**src/rtl/uart_rx_os.sv**
```systemverilog
// uart_rx_os: oversampling UART receiver (start, N data bits MSB-first, parity, stop) with a valid/ready output.
module uart_rx_os #(
    parameter int N            = 8,
    parameter int CLKS_PER_BIT = 16,
    parameter int PARITY_ODD   = 1
) (
    input  logic         clk,
    input  logic         rst,
    input  logic         rx,
    output logic [N-1:0] rx_data,
    output logic         rx_valid,
    input  logic         rx_ready,
    output logic         parity_err,
    output logic         frame_err,
    output logic         overrun_err,
    output logic         busy
);
    localparam int CW = $clog2(CLKS_PER_BIT);
    localparam int BW = N > 1 ? $clog2(N) : 1;
    localparam logic [CW-1:0] MID  = CW'(CLKS_PER_BIT / 2 - 1);
    localparam logic [CW-1:0] LAST = CW'(CLKS_PER_BIT - 1);

    if (CLKS_PER_BIT % 2 != 0 || CLKS_PER_BIT < 4) begin : g_bad_cpb
        $error("CLKS_PER_BIT must be even and >= 4");
    end

    typedef enum logic [2:0] {IDLE, START, DATA, PARITY, STOP, BRK} state_t;

    state_t        st;
    logic          s1, rx_s, rx_q, fall, perr;
    logic [CW-1:0] cnt;
    logic [BW-1:0] bits;
    logic [N-1:0]  sh;

    assign fall = rx_q & ~rx_s;

    // Counter runs freely and wraps; it is cleared on entry to START and at mid start bit,
    // so every later wrap point lands in the middle of a bit.
    always_ff @(posedge clk) begin
        if (rst) begin
            s1          <= 1'b1;
            rx_s        <= 1'b1;
            rx_q        <= 1'b1;
            st          <= IDLE;
            cnt         <= '0;
            bits        <= '0;
            sh          <= '0;
            perr        <= 1'b0;
            rx_data     <= '0;
            rx_valid    <= 1'b0;
            parity_err  <= 1'b0;
            frame_err   <= 1'b0;
            overrun_err <= 1'b0;
            busy        <= 1'b0;
        end else begin
            s1          <= rx;
            rx_s        <= s1;
            rx_q        <= rx_s;
            frame_err   <= 1'b0;
            overrun_err <= 1'b0;
            cnt         <= cnt == LAST ? '0 : cnt + 1'b1;
            if (rx_valid && rx_ready) rx_valid <= 1'b0;
            case (st)
                IDLE: if (fall) begin
                    st   <= START;
                    busy <= 1'b1;
                    cnt  <= '0;
                end
                START: if (cnt == MID) begin
                    cnt  <= '0;
                    bits <= '0;
                    st   <= rx_s ? IDLE : DATA;
                    busy <= ~rx_s;
                end
                DATA: if (cnt == LAST) begin
                    sh   <= N'({sh, rx_s});
                    bits <= bits + 1'b1;
                    if (bits == BW'(N - 1)) st <= PARITY;
                end
                PARITY: if (cnt == LAST) begin
                    perr <= (^{sh, rx_s}) != (PARITY_ODD != 0);
                    st   <= STOP;
                end
                STOP: if (cnt == LAST) begin
                    if (rx_s) begin
                        st   <= IDLE;
                        busy <= 1'b0;
                        if (rx_valid && !rx_ready) overrun_err <= 1'b1;
                        else begin
                            rx_data    <= sh;
                            parity_err <= perr;
                            rx_valid   <= 1'b1;
                        end
                    end else begin
                        frame_err <= 1'b1;
                        st        <= BRK;
                    end
                end
                BRK: if (rx_s) begin
                    st   <= IDLE;
                    busy <= 1'b0;
                end
                default: begin
                    st   <= IDLE;
                    busy <= 1'b0;
                end
            endcase
        end
    end
endmodule

```
**config.mk**
```make
export PLATFORM = sky130hd
export DESIGN_NAME = uart_rx_os
export DESIGN_NICKNAME = d
export VERILOG_FILES = /design/src/rtl/uart_rx_os.sv
export SDC_FILE = /design/constraint.sdc
export NUM_CORES = 1
export LEC_CHECK = 0
export ABC_AREA = 1
export BUFFER_PORTS_ARGS = -buffer_cell sky130_fd_sc_hd__clkbuf_2
export CAP_MARGIN = 0
export CORE_ASPECT_RATIO = 1.4
export CORE_MARGIN = 1.5
export CORE_UTILIZATION = 25
export DETAILED_ROUTE_END_ITERATION = 8
export SLEW_MARGIN = 5
export SYNTH_ARGS = -nofsm -noshare
export SYNTH_HDL_FRONTEND = slang
export SYNTH_SLANG_ARGS = --single-unit
export TNS_END_PERCENT = 5
```
**constraint.sdc**
```tcl
create_clock -name clk -period 1.5 [get_ports clk]
set_input_delay 0.075 -clock clk [delete_from_list [all_inputs] [get_ports clk]]
set_output_delay 0.075 -clock clk [all_outputs]
set_load 0.01 [all_outputs]
```
* Word-level counts from Yosys, hierarchy flattened
Index checks and enable logic that the tools add are counted.
** Storage, ports and cells
- Latch bits :: 0
- RAM bits :: 0
- Memories kept :: 0
- Input bits :: 4
- Register bits :: 35
- Logic and storage cells :: 82
- Memory bits (read-only) :: 0
** Cells by class
- Bitwise operators :: 7
- Shift-type cells :: 0
- Equal/unequal tests :: 15
- Muxes and demuxes :: 29
- $mul :: 0
- Magnitude comparators :: 0
- Add/subtract/negate cells :: 2
- Divide/modulo/power cells :: 0
- Reductions and logical operators :: 15
** Operator list (number)
- two-way mux 3 bit :: 10
- case mux 3 bit (6 select lines) :: 1
- inequality test 2 bit, second input constant :: 7
- two-way mux 4 bit :: 3
- two-way mux 1 bit :: 11
- equality test 3 bit, second input constant :: 3
- XOR reduction 9 bit :: 1
- case mux 4 bit (2 select lines) :: 1
- AND reduction 4 bit :: 2
- AND reduction 7 bit :: 1
- equality test 3 x 2 -> 1 bit, second input constant :: 2
- inverter 1 bit :: 6
- case mux 3 bit (2 select lines) :: 1
- case mux 1 bit (5 select lines) :: 1
- adder 4 x 1 -> 4 bit, second input constant :: 1
- equality test 4 x 3 -> 1 bit, second input constant :: 1
- equality test 4 bit, second input constant :: 1
- AND reduction 2 bit :: 2
- OR reduction 4 bit :: 1
- adder 3 x 1 -> 3 bit, second input constant :: 1
- equality test 3 x 1 -> 1 bit, second input constant :: 1
- logical NOT 3 bit :: 1
- AND reduction 3 bit :: 1
- OR reduction 3 bit :: 1
- other kinds (6) :: 7

* Depth between registers and ports, before layout
Gate-level depths: netlist of the first run.
- Depth in word-level cells :: 6
- Depth in mapped cells :: 11
- Depth with buffers taken out :: 10

* Worst setup path before layout of the first run
No wires, ideal clock.
- Path type :: reg-to-reg
- From :: register cnt[0]
- To :: register bits[0]
- Data required time :: 1384 ps
- Period minus slack after synthesis :: 1374 ps
- Arrival :: 1259 ps
- Cell stages (with the launch flop) :: 9
- Path buffers :: 0
- Slack :: 126 ps
- Path through :: dfxtp_1 -> ha_1 -> nand3_4 -> inv_1 -> nand2_1 -> a21oi_2 -> inv_1 -> nor2_1 -> nor2_1
** On the way
- Cells in the longest elaborated chain, start to end :: 3
** Ends and longest elaborated chain
- start: declaration :: RTL line 31 : logic [CW-1:0] cnt;
- start signal: assignment :: RTL line 61 : cnt <= cnt == LAST ? '0 : cnt + 1'b1;
- equality test 4 bit / equality test 4 x 3 -> 1 bit (equally long branches) :: RTL line 75, 69
- inequality test 2 bit (no source line)
- AND reduction 3 bit (no source line) (*)
- end signal: assignment :: RTL line 77 : bits <= bits + 1'b1;
- end: declaration :: RTL line 32 : logic [BW-1:0] bits;
Mark *: on every way between the ends. The rest lies on a longest branch, timed or not.
A chain may end at the register's enable or synchronous reset.

* Worst setup path in the final report of the first run
- From :: register cnt[0]
- To :: register sh[3]
** On the way
- Cells in the longest elaborated chain, start to end :: 2
** Ends and longest elaborated chain
- equality test 4 bit :: RTL line 75 : DATA: if (cnt == LAST) begin
- AND reduction 2 bit (no source line)
- end signal: assignment :: RTL line 76 : sh <= N'({sh, rx_s});
- end: declaration :: RTL line 33 : logic [N-1:0] sh;
Every way passes these cells.

==> summary.md, run 1 <==
| Metric | Value |
|---|---|
| Status | `finished, final reports clean` |
| Final RePlAce weighted congestion | `0.815` |
| Pre-antenna DRT Iters | `4` |
| Count of cell types in the netlist | `31` |
| Main flop type after synthesis | `dfxtp_1` |
| Post-synth EDFFs | `0` |
| Hold crit path type | `primary input to flop` |
| Die Footprint | `7200 um^2` |
| Synth Warn # | `0` |
| DP HPWL | `2.72 mm` |
| Commonest cells in the synthesized netlist | `nand2_1, nor2_1, dfxtp_1, inv_1` |
| Drt drc | `0` |
| I/O Pins | `17` |
| Period utilisation layout | `0.923` |
| Die span in y | `99.8 um` |
| Clock transition at path regs | `0.07 ns` |
| Crit end category | `flop` |
| Synth Area per Inst | `7.15 um^2` |
| Ys async rst share | `0` |
| Sequential Power Share | `0.457` |
| GRT overflow | `0` |
| Pin count of the biggest net entering global routing | `16` |
| Seq/Total Area, Yosys | `0.419` |
| VDD IR max | `0.000498 V` |
| Synthesized instance count | `234` |
| Sw power | `0.823 mW` |
| Share of total power in the clock network | `0.270` |
| Number of global-route vias before repair | `1447` |
| Wire length per cell | `10.7 um` |
| Area share of the largest cell type after synthesis | `0.419` |
| Core area | `6530 um^2` |
| Count leader, synth | `nand2_1` |
| Switching part of the total power | `0.338` |
| Synth Cell Area | `1670 um^2` |
| Max transition margin | `0.784` |
| Worst slew pin tran | `0.319 ns` |
| Power share of the combinational group | `0.273` |
| Max Root-Sink Buffers | `2` |
| Share of cells above drive strength 1 | `0.249` |
| Placed Cells | `328` |
| Fin Clk Skew | `0.00422 ns` |
| Die width | `72.2 um` |
| Lkg Pwr | `0.951 nW` |
| Clk_lat worst skew | `0.28 ns` |
| Final hold vios | `0` |
| Pint | `1.61 mW` |
| Max Freq | `723 MHz` |
| Final nets | `271` |
| Root buffer selected by CTS | `clkbuf_8` |
| Final setup fails | `0` |
| Sink Count | `35` |
| Synthesized net count | `241` |
| Antenna-violating nets left | `0` |
| Critical Path Max Stage Delay | `0.34 ns` |
| CTS buffer count | `5` |
| Fin crit period | `1.38 ns` |
| CTS tree | `done` |
| TNS Setup | `0 ns` |
| Routed wire length | `3.64 mm` |
| Antenna diodes | `0` |
| Area leader, netlist | `dfxtp_1` |
| First-pass GRT wire length | `6.24 mm` |
| Seq cells post-synth | `35` |
| CP startpoint kind | `flop` |
| R2R setup slack | `0.12 ns` |
| Unrepaired setup endpoints after global routing | `false` |
| WS Path Type | `flop to flop` |
| CP Data Required Time | `1.67 ns` |
| Slowest CP cell | `dfxtp_2` |
| Initial core utilization | `0.257` |
| Vias | `1532` |
| Layout area overhead | `23.3%` |
| Area contributors post-synth | `dfxtp_1, nand2_1, nor2_1` |
| CP Cell Sequence | `ha_4 -> nand3_4 -> inv_1 -> nand2_1 -> buf_12 -> clkinvlp_4 -> o21ai_0 -> a21oi_1` |
| Crit path arrival time | `1.56 ns` |
| Initial DRC count | `63` |
| Pwr Density | `1180 nW/um^2` |
| Port bufs | `16` |
| Number of max-cap violations | `0` |
| Max-slew violations | `0` |
| Vias per std cell | `4.52` |
| Initial antenna violation count | `0` |
| Max FO, Critical Path | `12` |
| Cell row count | `35` |
| Non-Filler Instances | `339` |
| H-tree depth | `2` |
| Gr usage total | `0.112` |
==> layout make-up <==
class	instances	area, um^2
clock inverters	3	15.0
clock buffers	5	68.8
flip-flops and latches	35	711
repair buffers	31	233
well taps	74	92.6
multi-input cells	165	843
inverters	26	101
fillers	701	4460
==> kinds of logic (layout without fill, tap and decap cells) <==
group                    Yosys count  count (layout)  synth area share
AND/OR/NAND/NOR                  114             114             0.300
AO/OA/AOI/OAI                     42              42             0.136
flip-flops                        35              35             0.419
adder cells (fa/ha/maj)            3               3            0.0224
XOR/XNOR                           6               6            0.0314
buffers and inverters             34              65            0.0912
==> cells in the final DEF (no fill, tap or decap), drive strengths merged, types with 2 or more instances in the layout <==
| cell type | instances |
|---|---|
| nand2 | 50 |
| nor2 | 41 |
| dfxtp | 35 |
| inv | 25 |
| o21ai | 22 |
| clkbuf | 21 |
| a21oi | 18 |
| nand3 | 15 |
| buf | 14 |
| xor2 | 4 |
| nor3 | 3 |
| clkinv | 3 |
| or2 | 3 |
| ha | 3 |
| nand4 | 2 |
| xnor2 | 2 |
==> sequential cells by signal, summed over array words and instances, names as in the netlist, 3 cells and up <==
name     cells
bits         3
sh           8
cnt          4
st           3
rx_data      8
==> critical path: cells and delay by family (launching register included) <==
| kind | cells | cell delay [ns] |
|---|---|---|
| AO/OA/AOI/OAI | 2 | 0.22 |
| adder cells (fa/ha/maj) | 1 | 0.17 |
| buffers and inverters | 3 | 0.34 |
| flip-flops | 1 | 0.34 |
| AND/OR/NAND/NOR | 2 | 0.21 |
==> power groups by stage <==
stage                     logic, mW  registers [mW]  clock network [mW]
after floorplan               0.481            1.09                   0
after global placement        0.613            1.11                   0
after detailed placement      0.621            1.11                   0
after CTS                     0.625            1.09               0.686
after global routing          0.762            1.12               0.730
final                         0.664            1.11               0.658
==> worst paths after layout <==
path | startpoint | end | cells past startpoint
max reg2reg | cnt[0] | sh[3] | 8
min reg2reg | s1 | rx_s | 1
max | cnt[0] | sh[3] | 8
min | rx_ready | rx_valid | 4
==> per-stage QoR <==
step / power (mW) / hold WS, ns / setup WS (ns) / util / cell area [um^2]
after global placement: 1.72 / 0.271 / 0.0217 / 0.294 / 1920
after CTS: 2.40 / 0.111 / 0.00427 / 0.309 / 2010
after floorplan: 1.57 / 0.179 / 0.126 / - / 1670
after detailed placement: 1.73 / 0.263 / 0.0114 / 0.294 / 1920
after global routing: 2.62 / 0.154 / 0.00615 / 0.316 / 2060
final: 2.43 / 0.123 / 0.116 / 0.316 / 2060
==> timing repair <==
action                                  in CTS  in global routing
setup buffers                                0                  2
endpoints found under the hold margin        1                  0
gates resized for setup                      0                 13
hold buffers                                 1                  0
endpoints found under the setup margin       0                 20
==> layer usage <==
metal | GRT usage | share of wire | vias to the layer above
met1 | 0.122 | 0.44 | 697
li1 | - | - | 805
met5 | 0 | 0 | -
met3 | 0.0301 | 0.033 | 5
met4 | 0.0522 | 0.022 | 0
met2 | 0.199 | 0.50 | 25
(Power assumes the default switching activity.)
==> run 2: changes to the inputs <==
==> constraint.sdc (replaced) <==
create_clock -name clk -period 1.8 [get_ports clk]
set_input_delay 0.09 -clock clk [delete_from_list [all_inputs] [get_ports clk]]
set_output_delay 0.09 -clock clk [all_outputs]
set_load 0.01 [all_outputs]
==> summary.md, run 2 (synthesized netlist as in run 1, its figures left out) <==
| Metric | Value |
|---|---|
| Die width | `72.2 um (unchanged)` |
| Power share of the combinational group | `0.222 (-0.051)` |
| Gr usage total | `0.113 (+0.000941)` |
| Pwr Density | `1120 nW/um^2 (-4.6%)` |
| Final setup fails | `0 (unchanged)` |
| Die span in y | `99.8 um (unchanged)` |
| Die Footprint | `7200 um^2 (unchanged)` |
| Fin Clk Skew | `0.00720 ns (+0.00298 ns)` |
| Sink Count | `35 (unchanged)` |
| Sw power | `0.677 mW (-18%)` |
| Pre-antenna DRT Iters | `4 (unchanged)` |
| Multi-input gate area | `821 um^2 (-2.7%)` |
| Final hold vios | `0 (unchanged)` |
| Post-Place Cell Area | `1820 um^2 (-5.1%)` |
| TNS Setup | `0 ns (unchanged)` |
| Share of cells above drive strength 1 | `0.187 (-0.0623)` |
| Lkg Pwr | `0.924 nW (-2.9%)` |
| Number of max-cap violations | `0 (unchanged)` |
| Max Freq | `611 MHz (-15%)` |
| Filler cells | `695 (-0.86%)` |
| Max-slew violations | `0 (unchanged)` |
| Port bufs | `16 (unchanged)` |
| H-tree depth | `2 (unchanged)` |
| Max FO, Critical Path | `6 (-6)` |
| Crit path arrival time | `1.82 ns (+0.26 ns)` |
| CTS buffer count | `5 (unchanged)` |
| Commonest non-fill, non-tap cell in the layout | `nand2_1` |
| Initial core utilization | `0.257 (unchanged)` |
| Clk_lat worst skew | `0.29 ns (about the same)` |
| VDD IR max | `0.000356 V (-29%)` |
| Vias per std cell | `4.49 (-0.59%)` |
| I/O Pins | `17 (unchanged)` |
| Largest regs | `rx_data x8, sh x8, cnt x4` |
| Reg area | `701 um^2 (-1.4%)` |
| Worst slew pin tran | `0.450 ns (+0.131 ns)` |
| Routed wire length | `3.57 mm (-1.8%)` |
| Initial DRC count | `80 (+27%)` |
| Final nets | `263 (-3.0%)` |
| Antenna-violating nets left | `0 (unchanged)` |
| WS Path Type | `flop to flop` |
| Final RePlAce weighted congestion | `0.810 (-0.69%)` |
| Antenna diodes | `0 (unchanged)` |
| Vias | `1487 (-2.9%)` |
| Max Root-Sink Buffers | `2 (unchanged)` |
| Design area | `2000 um^2 (-3.3%)` |
| Pint | `1.57 mW (-2.7%)` |
| First-pass GRT wire length | `6.27 mm (+0.56%)` |
| Fin crit period | `1.64 ns (+0.253 ns)` |
| Layout area overhead | `19.2%` |
| Unrepaired setup endpoints after global routing | `false` |
| Drt drc | `0 (unchanged)` |
| Number of global-route vias before repair | `1452 (+0.35%)` |
| Period utilisation layout | `0.909 (-0.0135)` |
| Commonest cells after routing, fill and taps aside | `nand2_1, nor2_1, dfxtp_1, inv_1` |
| Pin count of the biggest net entering global routing | `17 (+1)` |
| Hold crit path type | `primary input to flop` |
| Sequential Power Share | `0.401 (-0.056)` |
| Post-CTS Resized | `0 (unchanged)` |
| Wire length per cell | `10.8 um (+0.56%)` |
| Cell row count | `35 (unchanged)` |
| CP startpoint kind | `flop` |
| GRT overflow | `0 (unchanged)` |
| CP Data Required Time | `1.99 ns (+0.32 ns)` |
| DP HPWL | `2.64 mm (-2.8%)` |
| Share of total power in the clock network | `0.377 (+0.107)` |
| Max transition margin | `0.700 (-0.0847)` |
| Status | `finished, final reports clean` |
| CTS tree | `done` |
| Core area | `6530 um^2 (unchanged)` |
| Clock transition at path regs | `0.07 ns (about the same)` |
| Root buffer selected by CTS | `clkbuf_8` |
| Crit end category | `flop` |
| Switching part of the total power | `0.302 (-0.0367)` |
| Initial antenna violation count | `0 (unchanged)` |
[run 2: worst paths after layout]
kind / from / endpoint / slack (ns) / depth (start not counted)
max reg2reg: cnt[0] / bits[0] / 0.16 / 8
min: rx_ready / overrun_err / 0.15 / 4
min reg2reg: s1 / rx_s / 0.43 / 1
max: cnt[0] / bits[0] / 0.16 / 8
[run 2: worst max-delay path: stages (launching register included)]
cell and delay, ns:
dfxtp_1 0.36, ha_1 0.28, nand3_4 0.12, inv_1 0.13, nand2_1 0.17, a21oi_2 0.24
inv_1 0.10, nor2_1 0.09, nor2_1 0.05
[run 2: power by group through the flow]
stage	Sequential (mW)	Combinational, mW	Clock [mW]
floorplan	0.905	0.401	0
global placement	0.915	0.488	0
detailed placement	0.917	0.490	0
CTS	0.899	0.497	0.880
global route	0.907	0.578	0.916
finish	0.900	0.497	0.847
[run 2: what timing repair did]
action | in CTS | in global routing
hold buffers | 1 | 0
buffers inserted | 0 | 2
hold endpoints to repair | 1 | 0
setup endpoints to repair | 0 | 2
[run 2: layout make-up]
cell class | instances | area share
Multi-Input combinational cell | 165 | 0.411
Inverter | 26 | 0.0489
Clock buffer | 5 | 0.0345
Clock inverter | 3 | 0.0339
Timing Repair Buffer | 23 | 0.0740
Sequential cell | 35 | 0.351
Tap cell | 74 | 0.0464
[run 2: metrics by stage]
| stage | hold WS, ns | cells | setup WS, ns | total power [mW] | utilization |
|---|---|---|---|---|---|
| 2_1_floorplan | 0.194 | 234 | 0.426 | 1.31 | - |
| 3_3_place_gp | 0.286 | 320 | 0.177 | 1.40 | 0.279 |
| 3_5_place_dp | 0.283 | 320 | 0.147 | 1.41 | 0.279 |
| 4_1_cts | 0.132 | 329 | 0.143 | 2.28 | 0.302 |
| 5_1_grt | 0.152 | 331 | 0.0163 | 2.40 | 0.306 |
| 6_report | 0.152 | 331 | 0.163 | 2.24 | 0.306 |
[run 2: metal layers]
layer | track usage | part of all wire
met5 | 0 | 0
met4 | 0.0682 | 0.032
met3 | 0.0341 | 0.045
met2 | 0.186 | 0.48
met1 | 0.128 | 0.44
